<file path="config.mk">
export PLATFORM = sky130hd
export DESIGN_NAME = load_store_unit_flat
export DESIGN_NICKNAME = d
export VERILOG_FILES = /design/src/rtl/lsu_pkg.sv /design/src/rtl/load_store_unit_if.sv /design/src/rtl/lsu_load_align.sv /design/src/rtl/load_store_unit.sv /design/src/flat_wrapper.sv
export SDC_FILE = /design/constraint.sdc
export NUM_CORES = 1
export LEC_CHECK = 0
export CAP_MARGIN = 20
export CORE_MARGIN = 2
export CORE_UTILIZATION = 45
export DETAILED_ROUTE_END_ITERATION = 8
export PLACE_DENSITY = 0.76
export SKIP_CTS_REPAIR_TIMING = 1
export SLEW_MARGIN = 20
export SYNTH_ARGS = -nofsm -noshare
export SYNTH_HDL_FRONTEND = slang
export SYNTH_SLANG_ARGS = --single-unit
</file>
<file path="constraint.sdc">
create_clock -name clk -period 5.21 [get_ports clk]
set_clock_uncertainty 0.05 [all_clocks]
set_input_delay 1.042 -clock clk [delete_from_list [all_inputs] [get_ports clk]]
set_output_delay 1.042 -clock clk [all_outputs]
set_load 0.03 [all_outputs]
</file>
<file path="src/rtl/lsu_pkg.sv">
// rtl/lsu_pkg.sv - shared types, size codes and lane-mask helpers for the load/store unit
package lsu_pkg;

  localparam int LSU_ADDR_W = 32;
  localparam int LSU_DATA_W = 32;

  localparam logic [1:0] SIZE_WORD = 2'b00;
  localparam logic [1:0] SIZE_HALF = 2'b01;
  localparam logic [1:0] SIZE_BYTE = 2'b10;

  typedef enum logic [2:0] {
    IDLE,
    REQ0,
    WAIT0,
    REQ1,
    WAIT1,
    RESP
  } lsu_state_t;

  typedef struct packed {
    logic                  write;
    logic [1:0]            size;
    logic                  is_signed;
    logic [LSU_ADDR_W-1:0] addr;
    logic [LSU_DATA_W-1:0] wdata;
  } lsu_req_t;

  // Byte lanes touched across the two-word window; an invalid size touches nothing.
  function automatic logic [7:0] lane_mask(input logic [1:0] size, input logic [1:0] off);
    logic [7:0] base;
    case (size)
      SIZE_WORD: base = 8'h0F;
      SIZE_HALF: base = 8'h03;
      SIZE_BYTE: base = 8'h01;
      default:   base = 8'h00;
    endcase
    return base << off;
  endfunction

  // Address not a multiple of the access size.
  function automatic logic misaligned(input logic [1:0] size, input logic [1:0] off);
    case (size)
      SIZE_WORD: return off != 2'b00;
      SIZE_HALF: return off[0];
      default:   return 1'b0;
    endcase
  endfunction

endpackage

</file>
<file path="src/rtl/load_store_unit_if.sv">
// rtl/load_store_unit_if.sv - word-addressed request/grant/response data-memory bus
interface load_store_unit_if #(
  parameter int ADDR_W = 32,
  parameter int DATA_W = 32
);
  logic              mem_req;
  logic              mem_gnt;
  logic              mem_we;
  logic [ADDR_W-1:0] mem_addr;
  logic [3:0]        mem_be;
  logic [DATA_W-1:0] mem_wdata;
  logic              mem_rvalid;
  logic [DATA_W-1:0] mem_rdata;

  modport master (
    output mem_req, mem_we, mem_addr, mem_be, mem_wdata,
    input  mem_gnt, mem_rvalid, mem_rdata
  );

  modport slave (
    input  mem_req, mem_we, mem_addr, mem_be, mem_wdata,
    output mem_gnt, mem_rvalid, mem_rdata
  );
endinterface

</file>
<file path="src/rtl/lsu_load_align.sv">
// rtl/lsu_load_align.sv - merge two beat words, shift to the access offset, then extend
module lsu_load_align
  import lsu_pkg::*;
(
  input  logic [31:0] beat0,
  input  logic [31:0] beat1,
  input  logic [1:0]  off,
  input  logic [1:0]  size,
  input  logic        is_signed,
  output logic [31:0] data
);
  logic [31:0] low;

  // Beat 1 sits above beat 0, so a right shift brings the addressed byte to lane 0.
  assign low = 32'({beat1, beat0} >> {off, 3'b000});

  // Sign- or zero-extend from the access size.
  always_comb begin
    data = low;
    case (size)
      SIZE_HALF: data = {{16{is_signed & low[15]}}, low[15:0]};
      SIZE_BYTE: data = {{24{is_signed & low[7]}}, low[7:0]};
      default:   data = low;
    endcase
  end
endmodule

</file>
<file path="src/rtl/load_store_unit.sv">
// rtl/load_store_unit.sv - one-outstanding load/store unit; LSU_MISALIGNED_EN enables word-crossing accesses
module load_store_unit
  import lsu_pkg::*;
#(
  parameter int ADDR_W = 32,
  parameter int DATA_W = 32
) (
  input  logic              clk,
  input  logic              reset,
  input  logic              req_valid,
  output logic              req_ready,
  input  logic              req_write,
  input  logic [1:0]        req_size,
  input  logic              req_signed,
  input  logic [ADDR_W-1:0] req_addr,
  input  logic [DATA_W-1:0] req_wdata,
  output logic              resp_valid,
  output logic [DATA_W-1:0] resp_rdata,
  output logic              resp_err,
  load_store_unit_if.master mem
);
  lsu_state_t        state_q, state_d;
  lsu_req_t          req_in, req_q, src;
  logic              err_q, accept, legal, hi, load_beat, two_beat;
  logic [7:0]        mask;
  logic [63:0]       wsh;
  logic [ADDR_W-1:0] addr_q;
  logic [3:0]        be_q;
  logic [DATA_W-1:0] wdata_q, rdata0_q, rdata1, aligned;
  logic              we_q;

  assign req_in = {req_write, req_size, req_signed, req_addr, req_wdata};
  assign accept = (state_q == IDLE) && req_valid;

`ifdef LSU_MISALIGNED_EN
  logic [DATA_W-1:0] rdata1_q;
  assign legal    = (req_size != 2'b11);
  assign two_beat = |mask[7:4];
  assign rdata1   = rdata1_q;
`else
  assign legal    = (req_size != 2'b11) && !misaligned(req_size, req_addr[1:0]);
  assign two_beat = 1'b0;
  assign rdata1   = '0;
`endif

  // Beat parameters come from the incoming request in IDLE and from the held request afterwards.
  assign src  = (state_q == IDLE) ? req_in : req_q;
  assign hi   = (state_q != IDLE);
  assign mask = lane_mask(src.size, src.addr[1:0]);
  assign wsh  = {32'b0, src.wdata} << {src.addr[1:0], 3'b000};

  assign load_beat = (accept && legal) ||
                     ((state_q == WAIT0) && mem.mem_rvalid && two_beat);

  // State register; async reset drops mem_req immediately.
  always_ff @(posedge clk or posedge reset) begin
    if (reset) state_q <= IDLE;
    else       state_q <= state_d;
  end

  // Next-state and handshake outputs.
  always_comb begin
    state_d    = state_q;
    req_ready  = 1'b0;
    resp_valid = 1'b0;
    resp_err   = 1'b0;
    resp_rdata = '0;
    case (state_q)
      IDLE: begin
        req_ready = 1'b1;
        if (req_valid) state_d = legal ? REQ0 : RESP;
      end
      REQ0:  if (mem.mem_gnt) state_d = WAIT0;
      WAIT0: if (mem.mem_rvalid) state_d = two_beat ? REQ1 : RESP;
`ifdef LSU_MISALIGNED_EN
      REQ1:  if (mem.mem_gnt) state_d = WAIT1;
      WAIT1: if (mem.mem_rvalid) state_d = RESP;
`endif
      RESP: begin
        resp_valid = 1'b1;
        resp_err   = err_q;
        if (!err_q && !req_q.write) resp_rdata = aligned;
        state_d    = IDLE;
      end
      default: state_d = IDLE;
    endcase
  end

  // Request capture, registered bus beat and beat 0 read data.
  always_ff @(posedge clk or posedge reset) begin
    if (reset) begin
      req_q    <= '0;
      err_q    <= 1'b0;
      addr_q   <= '0;
      be_q     <= '0;
      wdata_q  <= '0;
      we_q     <= 1'b0;
      rdata0_q <= '0;
    end else begin
      if (accept) begin
        req_q    <= req_in;
        err_q    <= !legal;
        rdata0_q <= '0;
      end
      if (load_beat) begin
        addr_q  <= ADDR_W'({src.addr[31:2], 2'b00} + (hi ? 32'd4 : 32'd0));
        be_q    <= hi ? mask[7:4] : mask[3:0];
        wdata_q <= hi ? wsh[63:32] : wsh[31:0];
        we_q    <= src.write;
      end
      if ((state_q == WAIT0) && mem.mem_rvalid) rdata0_q <= mem.mem_rdata;
    end
  end

`ifdef LSU_MISALIGNED_EN
  // Upper merge word for word-crossing loads.
  always_ff @(posedge clk or posedge reset) begin
    if (reset)                                   rdata1_q <= '0;
    else if (accept)                             rdata1_q <= '0;
    else if ((state_q == WAIT1) && mem.mem_rvalid) rdata1_q <= mem.mem_rdata;
  end
`endif

  assign mem.mem_req   = (state_q == REQ0) || (state_q == REQ1);
  assign mem.mem_we    = we_q;
  assign mem.mem_addr  = addr_q;
  assign mem.mem_be    = be_q;
  assign mem.mem_wdata = wdata_q;

  lsu_load_align u_align (
    .beat0     (rdata0_q),
    .beat1     (rdata1),
    .off       (req_q.addr[1:0]),
    .size      (req_q.size),
    .is_signed (req_q.is_signed),
    .data      (aligned)
  );
endmodule

</file>
<file path="src/flat_wrapper.sv">
// flat-port wrapper written by rule: the top's interface ports become plain ports
module load_store_unit_flat import lsu_pkg::*;
#(
  parameter int ADDR_W = 32,
  parameter int DATA_W = 32
)
  (clk, reset, req_valid, req_ready, req_write, req_size, req_signed, req_addr, req_wdata, resp_valid, resp_rdata, resp_err, mem_mem_req, mem_mem_we, mem_mem_addr, mem_mem_be, mem_mem_wdata, mem_mem_gnt, mem_mem_rvalid, mem_mem_rdata);
  load_store_unit_if #(.ADDR_W(ADDR_W), .DATA_W(DATA_W)) mem_i ();
  input  logic clk;
  input  logic reset;
  input  logic req_valid;
  output logic req_ready;
  input  logic req_write;
  input  logic [1:0] req_size;
  input  logic req_signed;
  input  logic [ADDR_W-1:0] req_addr;
  input  logic [DATA_W-1:0] req_wdata;
  output logic resp_valid;
  output logic [DATA_W-1:0] resp_rdata;
  output logic resp_err;
  output wire logic [$bits(mem_i.mem_req)-1:0] mem_mem_req;
  output wire logic [$bits(mem_i.mem_we)-1:0] mem_mem_we;
  output wire logic [$bits(mem_i.mem_addr)-1:0] mem_mem_addr;
  output wire logic [$bits(mem_i.mem_be)-1:0] mem_mem_be;
  output wire logic [$bits(mem_i.mem_wdata)-1:0] mem_mem_wdata;
  input wire logic [$bits(mem_i.mem_gnt)-1:0] mem_mem_gnt;
  input wire logic [$bits(mem_i.mem_rvalid)-1:0] mem_mem_rvalid;
  input wire logic [$bits(mem_i.mem_rdata)-1:0] mem_mem_rdata;
  assign mem_mem_req = mem_i.mem_req;
  assign mem_mem_we = mem_i.mem_we;
  assign mem_mem_addr = mem_i.mem_addr;
  assign mem_mem_be = mem_i.mem_be;
  assign mem_mem_wdata = mem_i.mem_wdata;
  assign mem_i.mem_gnt = mem_mem_gnt;
  assign mem_i.mem_rvalid = mem_mem_rvalid;
  assign mem_i.mem_rdata = mem_mem_rdata;
  load_store_unit #(.ADDR_W(ADDR_W), .DATA_W(DATA_W)) u_core (.clk(clk), .reset(reset), .req_valid(req_valid), .req_ready(req_ready), .req_write(req_write), .req_size(req_size), .req_signed(req_signed), .req_addr(req_addr), .req_wdata(req_wdata), .resp_valid(resp_valid), .resp_rdata(resp_rdata), .resp_err(resp_err), .mem(mem_i));
endmodule
</file>
Yosys cells after proc, flatten, opt, wreduce, memory -nomap -nowiden
Cells that the tools add are included.
{"block": "totals", "reg_bits": 173, "latch_bits": 0, "mem_bits_rw": 0, "rom_bits": 0, "input_bits": 105, "out_inout_bits": 105, "word_cells": 67, "mem_count": 0}
{"block": "op_classes", "n_addsub": 1, "n_mul": 0, "n_div": 0, "order_cmp": 0, "n_eq_ne": 13, "n_shift": 3, "mux": 19, "n_bitwise": 2, "reduce_logical": 17}
{"cell": "32-bit 2-to-1 mux", "n": 5}
{"cell": "68-bit 2-to-1 mux", "n": 1}
{"cell": "32-bit one-hot mux with 2 select lines", "n": 1}
{"cell": "32-bit by 5-bit left shift with 64-bit output", "n": 1}
{"cell": "32-bit adder", "n": 1}
{"cell": "32-bit by 5-bit right shift with 32-bit output", "n": 1}
{"cell": "3-bit 2-to-1 mux", "n": 5}
{"cell": "4-bit one-hot mux with 3 select lines", "n": 1}
{"cell": "3-bit one-hot mux with 3 select lines", "n": 1}
{"cell": "2-bit != test (second input constant)", "n": 4}
{"cell": "4-bit by 2-bit left shift with 8-bit output", "n": 1}
{"cell": "2-bit by 1-bit == test with 1-bit output (second input constant)", "n": 3}
{"cell": "3-bit by 2-bit == test with 1-bit output (second input constant)", "n": 2}
{"cell": "1-bit logical AND", "n": 5}
{"cell": "2-bit == test (second input constant)", "n": 2}
{"cell": "1-bit zero test", "n": 4}
{"cell": "2-bit zero test", "n": 2}
{"cell": "4-bit 2-to-1 mux", "n": 1}
{"cell": "2-bit nonzero test", "n": 2}
{"cell": "3-bit by 1-bit == test with 1-bit output (second input constant)", "n": 1}
{"cell": "3-bit == test (second input constant)", "n": 1}
{"cell": "3-bit zero test", "n": 1}
{"cell": "1-bit 2-to-1 mux", "n": 3}
{"cell": "3-bit AND reduction", "n": 1}
{"cell": "4 further kinds", "n": 5}

Logic depth before layout (Yosys ltp)
Gate-level depths: netlist of run 1.
{"block": "depth", "word_depth": 7, "mapped_depth": 14, "mapped_depth_nobuf": 10}

Hierarchy
Synthesis of run 1 repeated with hierarchy kept, for this count alone.
{"block": "unflattened", "cells_unflattened": 987, "hier_area_um2": 9215.1}
{"mod": "load_store_unit", "instances": 1, "cells_each": 903, "area_per_inst_um2": 8174.1, "seq_area_each_um2": 4229.1}
{"mod": "lsu_load_align", "instances": 1, "cells_each": 84, "area_per_inst_um2": 1041.0, "seq_area_each_um2": 0.0}

Worst setup path after synthesis of run 1
OpenSTA, ideal clock, no wires.
{"block": "synth_timing", "path_kind": "register to output", "startpoint": "reg u_core.req_q[32] (netlist name)", "endpoint": "out resp_rdata[5]", "arrival_ps": 2392, "required_ps": 4118, "setup_slack_ps": 1726, "stages_incl_launch_ff": 7, "path_cell_list": "dfrtp_1 > clkbuf_1 > clkbuf_1 > clkbuf_1 > buf_1 > a211oi_1 > a211oi_1"}
{"block": "synth_via", "elab_chain_cells": 4}
{"item": "start, declared", "line": "load_store_unit.sv:23", "source": "lsu_req_t req_in, req_q, src;"}
{"item": "start signal, assigned", "line": "load_store_unit.sv:101", "source": "req_q <= req_in;"}
{"item": "32-bit by 5-bit right shift with 32-bit output", "line": "lsu_load_align.sv:15", "source": "assign low = 32'({beat1, beat0} >> {off, 3'b000});"}
{"item": "32-bit one-hot mux with 2 select lines", "line": "lsu_load_align.sv:20", "source": "case (size)"}
{"item": "32-bit 2-to-1 mux", "line": "load_store_unit.sv:82", "source": "if (!err_q && !req_q.write) resp_rdata = aligned;"}
{"item": "32-bit 2-to-1 mux", "line": "load_store_unit.sv:68", "source": "case (state_q)"}
{"item": "end, declared", "line": "flat_wrapper.sv:19", "source": "output logic [DATA_W-1:0] resp_rdata;"}
No other way between the ends.

Worst setup path after layout of run 1
{"block": "layout_timing", "startpoint": "reg u_core.req_q[32] (netlist name)", "endpoint": "out resp_rdata[31]"}
{"block": "layout_via", "elab_chain_cells": 5, "word_cells_on_any_way": 6, "classes_between": "shift: 1; mux: 3; bitwise: 2"}
{"item": "32-bit by 5-bit right shift with 32-bit output (*)", "line": "lsu_load_align.sv:15"}
{"item": "1-bit bitwise AND, on equally long branches", "line": "lsu_load_align.sv:22, lsu_load_align.sv:21"}
{"item": "32-bit one-hot mux with 2 select lines (*)", "line": "lsu_load_align.sv:20"}
{"item": "32-bit 2-to-1 mux (*)", "line": "load_store_unit.sv:82"}
{"item": "32-bit 2-to-1 mux (*)", "line": "load_store_unit.sv:68"}
Mark *: on every way between the ends. The rest lies on a longest branch, timed or not.

==> results of run 1 <==
cells in the final DEF, fill, tap and decap left out, types with 4 or more instances in the layout:
| cell type | instances |
|---|---|
| o31ai_1 | 9 |
| nand3_1 | 15 |
| o21a_1 | 9 |
| o21ai_0 | 79 |
| clkdlybuf4s50_1 | 207 |
| or4_1 | 4 |
| nor3_1 | 13 |
| and3_1 | 10 |
| ha_1 | 4 |
| nand2_1 | 195 |
| a31oi_1 | 7 |
| xor2_1 | 5 |
| nor2b_1 | 26 |
| mux2i_1 | 49 |
| buf_4 | 12 |
| or3_1 | 4 |
| inv_1 | 8 |
| nor2_1 | 26 |
| nand4_1 | 11 |
| o41ai_1 | 9 |
| clkinvlp_4 | 5 |
| a21oi_1 | 38 |
| dfrtp_1 | 168 |
| mux2_2 | 64 |
| xnor2_1 | 5 |
| nor4_1 | 6 |
| clkbuf_16 | 17 |
| a211oi_1 | 47 |
worst register-to-register path: cells and delay by family (launching register included):
family,cells,cell delay (ns)
AOI/OAI and AO/OA,1,0.16
DFF,1,0.44
adders and majority gates,1,0.17
buffers and inverters,2,0.58
and+or+nand+nor,6,1.84
registers in the layout (all words and copies together), names as in the netlist:
register and flops:
u_core.rdata0_q 32, u_core.err_q 1, u_core.mem.mem_we 1, u_core.req_q 66, u_core.mem.mem_wdata 32, u_core.mem.mem_be 4, u_core.state_q 3, u_core.mem.mem_addr 30
final cells by class:
cell class                      instances  area share [%]
Sequential cell                       169           36.56
Multi-Input combinational cell        666           36.27
Timing Repair Buffer                  221           18.90
Clock buffer                           20           3.860
Tap cell                              260           2.811
Clock inverter                         12           1.222
Inverter                               10          0.3784
path summary, 6_finish.rpt:
check / endpoint / slack (ns) / depth (start not counted)
worst max register to register: u_core.mem.mem_addr[28] / 1.90 / 10
worst max-delay path: resp_rdata[31] / 0.66 / 8
worst min register to register: u_core.mem.mem_wdata[5] / 0.42 / 2
min in group asynchronous: u_core.rdata0_q[16] / 1.17 / 3
worst min-delay path: u_core.mem.mem_wdata[5] / 0.42 / 2
max in group asynchronous: u_core.mem.mem_addr[17] / 3.26 / 3
report_power, final:
part / internal [mW] / total (mW) / switching, mW
Clock: 0.726 / 1.27 / 0.546
Combinational: 1.38 / 3.36 / 1.98
Sequential: 1.93 / 2.35 / 0.422
Total: 4.03 / 6.98 / 2.95
cells by family after synthesis:
kind of cell | Yosys count | synth area share [%]
buf+inv | 81 | 3.880
simple gates | 324 | 16.94
other cells | 1 | 0.04291
mux | 114 | 14.12
flops | 169 | 48.39
compound gates | 212 | 15.06
fa+ha+maj | 4 | 0.5727
xor+xnor | 10 | 1.002
routing by layer:
metal	vias up	track usage, %	wire length [um]
li1	3569	-	-
met1	3529	34.30	11250
met2	238	37.22	11370
met3	41	5.831	1658
met4	0	7.688	538
met5	-	0	0
stage by stage:
stage               worst slack [ns]  hold WS [ns]
floorplan                      1.726        0.4212
global route                  0.5054        0.4451
global placement               1.185        0.4010
detailed placement             1.079        0.4065
finish                        0.6560        0.4187
CTS                           0.6249        0.4211
==> run summary, run 1 <==
Final worst path period share - 87.41%
Final setup violation count - 0
Non-Filler Instances - 1,358
RSZ-0062 raised after global routing - false
Vias in the first global route - 7,008
WL per Instance - 18.27 um
Max Cap Viol - 0
Clk root buf - clkbuf_16
Status - complete, no violations
Slew Limit Headroom - 29.27%
Total GRT Usage - 24.32%
Synth cell types - 48
CP max-delay cell - clkdlybuf4s50_1
Slew at the pin closest to its max-slew limit - 1.061 ns
Synth area leaders - dfrtp_1 (48%), nand2_1 (8.4%), mux2_2 (8.2%), mux2i_1 (5.6%), o21ai_0 (4.5%)
Worst Path Arrival - 3.46 ns
Critical path class - reg -> out
Pin count of the biggest net entering global routing - 170
Max-slew violations - 0
Die area - 20,550 um^2
First-pass GRT wire length - 38,850 um
CP required - 4.12 ns
Antenna Diode Count - 0
Critical Path Sink Type - primary output
Leakage Power - 4.718 nW
Final ANT Viol Nets - 0
Crit Path Max Fanout - 33
WL final - 24,810 um
Syn Area/Cell - 9.552 um^2
Multi-input logic area - 4198 um^2
Row count - 50
Setup TNS - 0 ns
Final hold vios - 0
Share of layout cells above drive strength 1 - 11.11%
Most frequent cells after synthesis - nand2_1 (195), dfrtp_1 (169), o21ai_0 (79)
CTS clk-pin slew, worst paths - 0.07 ns
Crit-path leading delay family - buffers and inverters
Startpoint Class - flip-flop
Initial Utilization - 46.26%
Post-synth EDFFs - 0
Peak supply drop - 0.0003191 V
Port bufs - 207
CTS tree - yes
Max Fclk - 219.6 MHz
Dpl cell area - 10,980 um^2
Die Wd - 143.4 um
RR Startpoint - u_core.state_q[0]
Synth Register Bits - 169
I/O pin count - 210
Crit-path max cell delay - 0.64 ns
CTS Sinks - 169
Area fraction of the dominant cell type after synthesis - 48.39%
Area leader, netlist - dfrtp_1
DR DRC count - 0
Register area - 4230 um^2
Pre-antenna DRT Iters - 7
Top_reg_cell synth - dfrtp_1
Final Power - 6.981 mW
Initial antenna violation count - 0
Syn Inst Count - 915
Filler Cell Count - 1,636
Die height - 143.4 um
Most numerous cell in the Yosys netlist - nand2_1
CTS buffer count - 17
Register area share after synthesis - 48.39%
HPWL after DPL - 16,990 um
Min-delay src - u_core.mem.mem_wdata[5]
Synth async-reset ratio - 100.0%
Worst-path cell chain - buf_4 -> mux4_2 -> nand2_1 -> o21ai_0 -> a21oi_1 -> clkbuf_2 -> a211oi_1 -> clkdlybuf4s50_1
Final core utilization - 61.25%
Layout area overhead - 32.41%
Core Footprint - 18,890 um^2
Final nets - 1,194
Pwr Density - 603.2 nW/um^2
Yosys warnings - 0
Setup crit start - u_core.req_q[32]
Clock Path Buffers - 2
CP Buf/Inv Count - 3
Via count - 7,377
Min cycle time layout - 4.554 ns
Initial DRC Count - 596
Worst-skew pair later-pin latency - 0.43 ns
H-tree depth - 4
Grt total ovfl - 0
Worst hold path type - reg -> reg
Cell area after synthesis - 8740 um^2
Placed cell count - 1,325
Final instance area - 11,570 um^2
Via-per-instance ratio - 5.432
Gpl congestion - 0.8792
Power figures use the tool's default switching activity.
==> run 2, diff against run 1 <==
--- a/config.mk
+++ b/config.mk
@@ -7,9 +7,10 @@
 export LEC_CHECK = 0
 export CAP_MARGIN = 20
 export CORE_MARGIN = 2
-export CORE_UTILIZATION = 45
+export CORE_UTILIZATION = 48
 export DETAILED_ROUTE_END_ITERATION = 8
-export PLACE_DENSITY = 0.76
+export DONT_BUFFER_PORTS = 1
+export PLACE_DENSITY = 0.65
 export SKIP_CTS_REPAIR_TIMING = 1
 export SLEW_MARGIN = 20
 export SYNTH_ARGS = -nofsm -noshare
==> run summary, run 2 (synthesis gave the netlist of run 1 again) <==
Grt total ovfl - 0 (unchanged)
Port bufs - 0 (-100%)
Vias in the first global route - 6,541 (-6.7%)
Critical Path Sink Type - primary output
Internal power - 3.556 mW (-12%)
I/O pin count - 210 (unchanged)
CTS tree - yes
WL per Instance - 20.20 um (+11%)
H-tree depth - 4 (unchanged)
Clk root buf - clkbuf_16
Pre-antenna DRT Iters - 5 (-2)
Total GRT Usage - 23.86% (-0.46 points)
Setup TNS - 0 ns (unchanged)
Sw Ratio - 43.91% (+1.7 points)
Share of layout cells above drive strength 1 - 14.95% (+3.8 points)
Layout area overhead - 9.349%
Die area - 19,300 um^2 (-6.1%)
Min cycle time layout - 4.262 ns (-0.2922 ns)
Slew Limit Headroom - 27.81% (-1.5 points)
Gpl congestion - 0.8618 (-2.0%)
Final setup violation count - 0 (unchanged)
Status - complete, no violations
Largest register FFs - 66 (unchanged)
WL final - 22,860 um (-7.9%)
Slew at the pin closest to its max-slew limit - 1.079 ns (+0.01847 ns)
Clock network power share - 19.6% (+1.4 points)
Max-slew violations - 0 (unchanged)
Register with the most flip-flops - u_core.req_q
Worst hold path type - reg -> reg
Core Footprint - 17,900 um^2 (-5.2%)
Non-Filler Instances - 1,132 (-17%)
NetSw - 2.784 mW (-5.6%)
Critical path class - reg -> out
Worst-skew pair later-pin latency - 0.43 ns (about the same)
Initial antenna violation count - 0 (unchanged)
First-pass GRT wire length - 36,470 um (-6.1%)
Via count - 6,659 (-9.7%)
Final worst path period share - 81.80% (-5.6 points)
CTS buffer count - 17 (unchanged)
Final nets - 1,000 (-16%)
Startpoint Class - flip-flop
CTS clk-pin slew, worst paths - 0.06 ns (about the same)
Die height - 138.9 um (-3.1%)
Power share of the combinational group - 34.8% (-13 points)
Peak supply drop - 0.0003574 V (+12%)
Row count - 49 (-2.0%)
RSZ-0062 raised after global routing - false
Worst Path Arrival - 3.17 ns (-0.29 ns)
Via-per-instance ratio - 5.883 (+8.3%)
Die Wd - 138.9 um (-3.1%)
Max Cap Viol - 0 (unchanged)
Reg power frac - 45.7% (+12 points)
Initial DRC Count - 346 (-42%)
Max Fclk - 234.6 MHz (+6.9%)
CP required - 4.12 ns (about the same)
Clock Path Buffers - 2 (unchanged)
Initial Utilization - 48.82% (+2.6 points)
Antenna Diode Count - 0 (unchanged)
Dpl cell area - 8987 um^2 (-18%)
Commonest non-fill, non-tap cell in the layout - nand2_1
CTS Sinks - 169 (unchanged)
Final instance area - 9557 um^2 (-17%)
Final core utilization - 53.38% (-7.9 points)
Pin count of the biggest net entering global routing - 111 (-35%)
Pwr Density - 663.4 nW/um^2 (+10%)
HPWL after DPL - 15,990 um (-5.9%)
Most frequent cells in the layout - nand2_1 (195), dfrtp_1 (168), o21ai_0 (79), mux2_2 (64), mux2i_1 (49)
Placed cell count - 1,101 (-17%)
Leakage Power - 4.024 nW (-15%)
Crit Path Max Fanout - 31 (-6.1%)
DR DRC count - 0 (unchanged)
Final hold vios - 0 (unchanged)
Final ANT Viol Nets - 0 (unchanged)
==> run 2: changes by cell type in the layout (fill, tap and decap cells not counted), sizes merged <==
cell | previous run | this run
buf | 13 | 27
inv | 12 | 10
clkbuf | 21 | 20
clkdlybuf4s50 | 207 | 0
clkinv | 3 | 7
clkinvlp | 5 | 2
==> run 2: metal layers <==
metal  global-route usage [%]  routed length, um  up-vias  part of all wire [%]
li1                         -                  -     3181                     -
met1                    32.19              10050     3230                    44
met2                    36.35              10570      216                    46
met3                    8.287               1780       32                   7.8
met4                    7.815                463        0                   2.0
met5                        0                  0        -                     0
==> run 2: power groups by stage <==
stage	Combinational (mW)	Sequential, mW	Clock [mW]
floorplan	1.86	2.71	0
global placement	2.18	2.91	0
detailed placement	2.21	2.91	0
CTS	2.21	2.90	1.26
global route	2.47	2.98	1.31
finish	2.20	2.90	1.24
==> run 2: cell type report <==
type                    instances  area [um^2]
fillers                      1669         8346
flip-flops and latches        169         4230
multi-input cells             666         4199
clock buffers                  20        446.7
well taps                     229        286.5
repair buffers                 27        227.7
clock inverters                11        122.6
inverters                      10        43.79
==> run 2: final timing paths <==
check                                       start                        to  slack, ns  depth (start not counted)
worst max-delay path            u_core.state_q[0]            resp_rdata[18]       0.95                          4
worst min-delay path             u_core.req_q[15]          u_core.req_q[15]       0.45                          1
worst max register to register  u_core.state_q[0]   u_core.mem.mem_addr[20]       1.69                          6
worst min register to register   u_core.req_q[15]          u_core.req_q[15]       0.45                          1
max in group asynchronous                   reset          u_core.req_q[42]       3.49                          2
min in group asynchronous                   reset  u_core.mem.mem_wdata[24]       0.57                          1
==> run 2: worst max-delay path: stages, from the launching register on <==
cell	delay (ns)
dfrtp_1	0.41
nor2b_1	0.25
and2_1	0.41
nand2_1	0.67
nor3_1	1.00
==> run 2: through the flow <==
step | total power [mW] | setup slack (ns) | hold slack (ns)
finish | 6.340 | 0.9482 | 0.4491
floorplan | 4.565 | 1.726 | 0.4212
CTS | 6.369 | 0.9377 | 0.4526
global placement | 5.088 | 1.487 | 0.4335
detailed placement | 5.124 | 1.389 | 0.4383
global route | 6.760 | 0.7141 | 0.4651
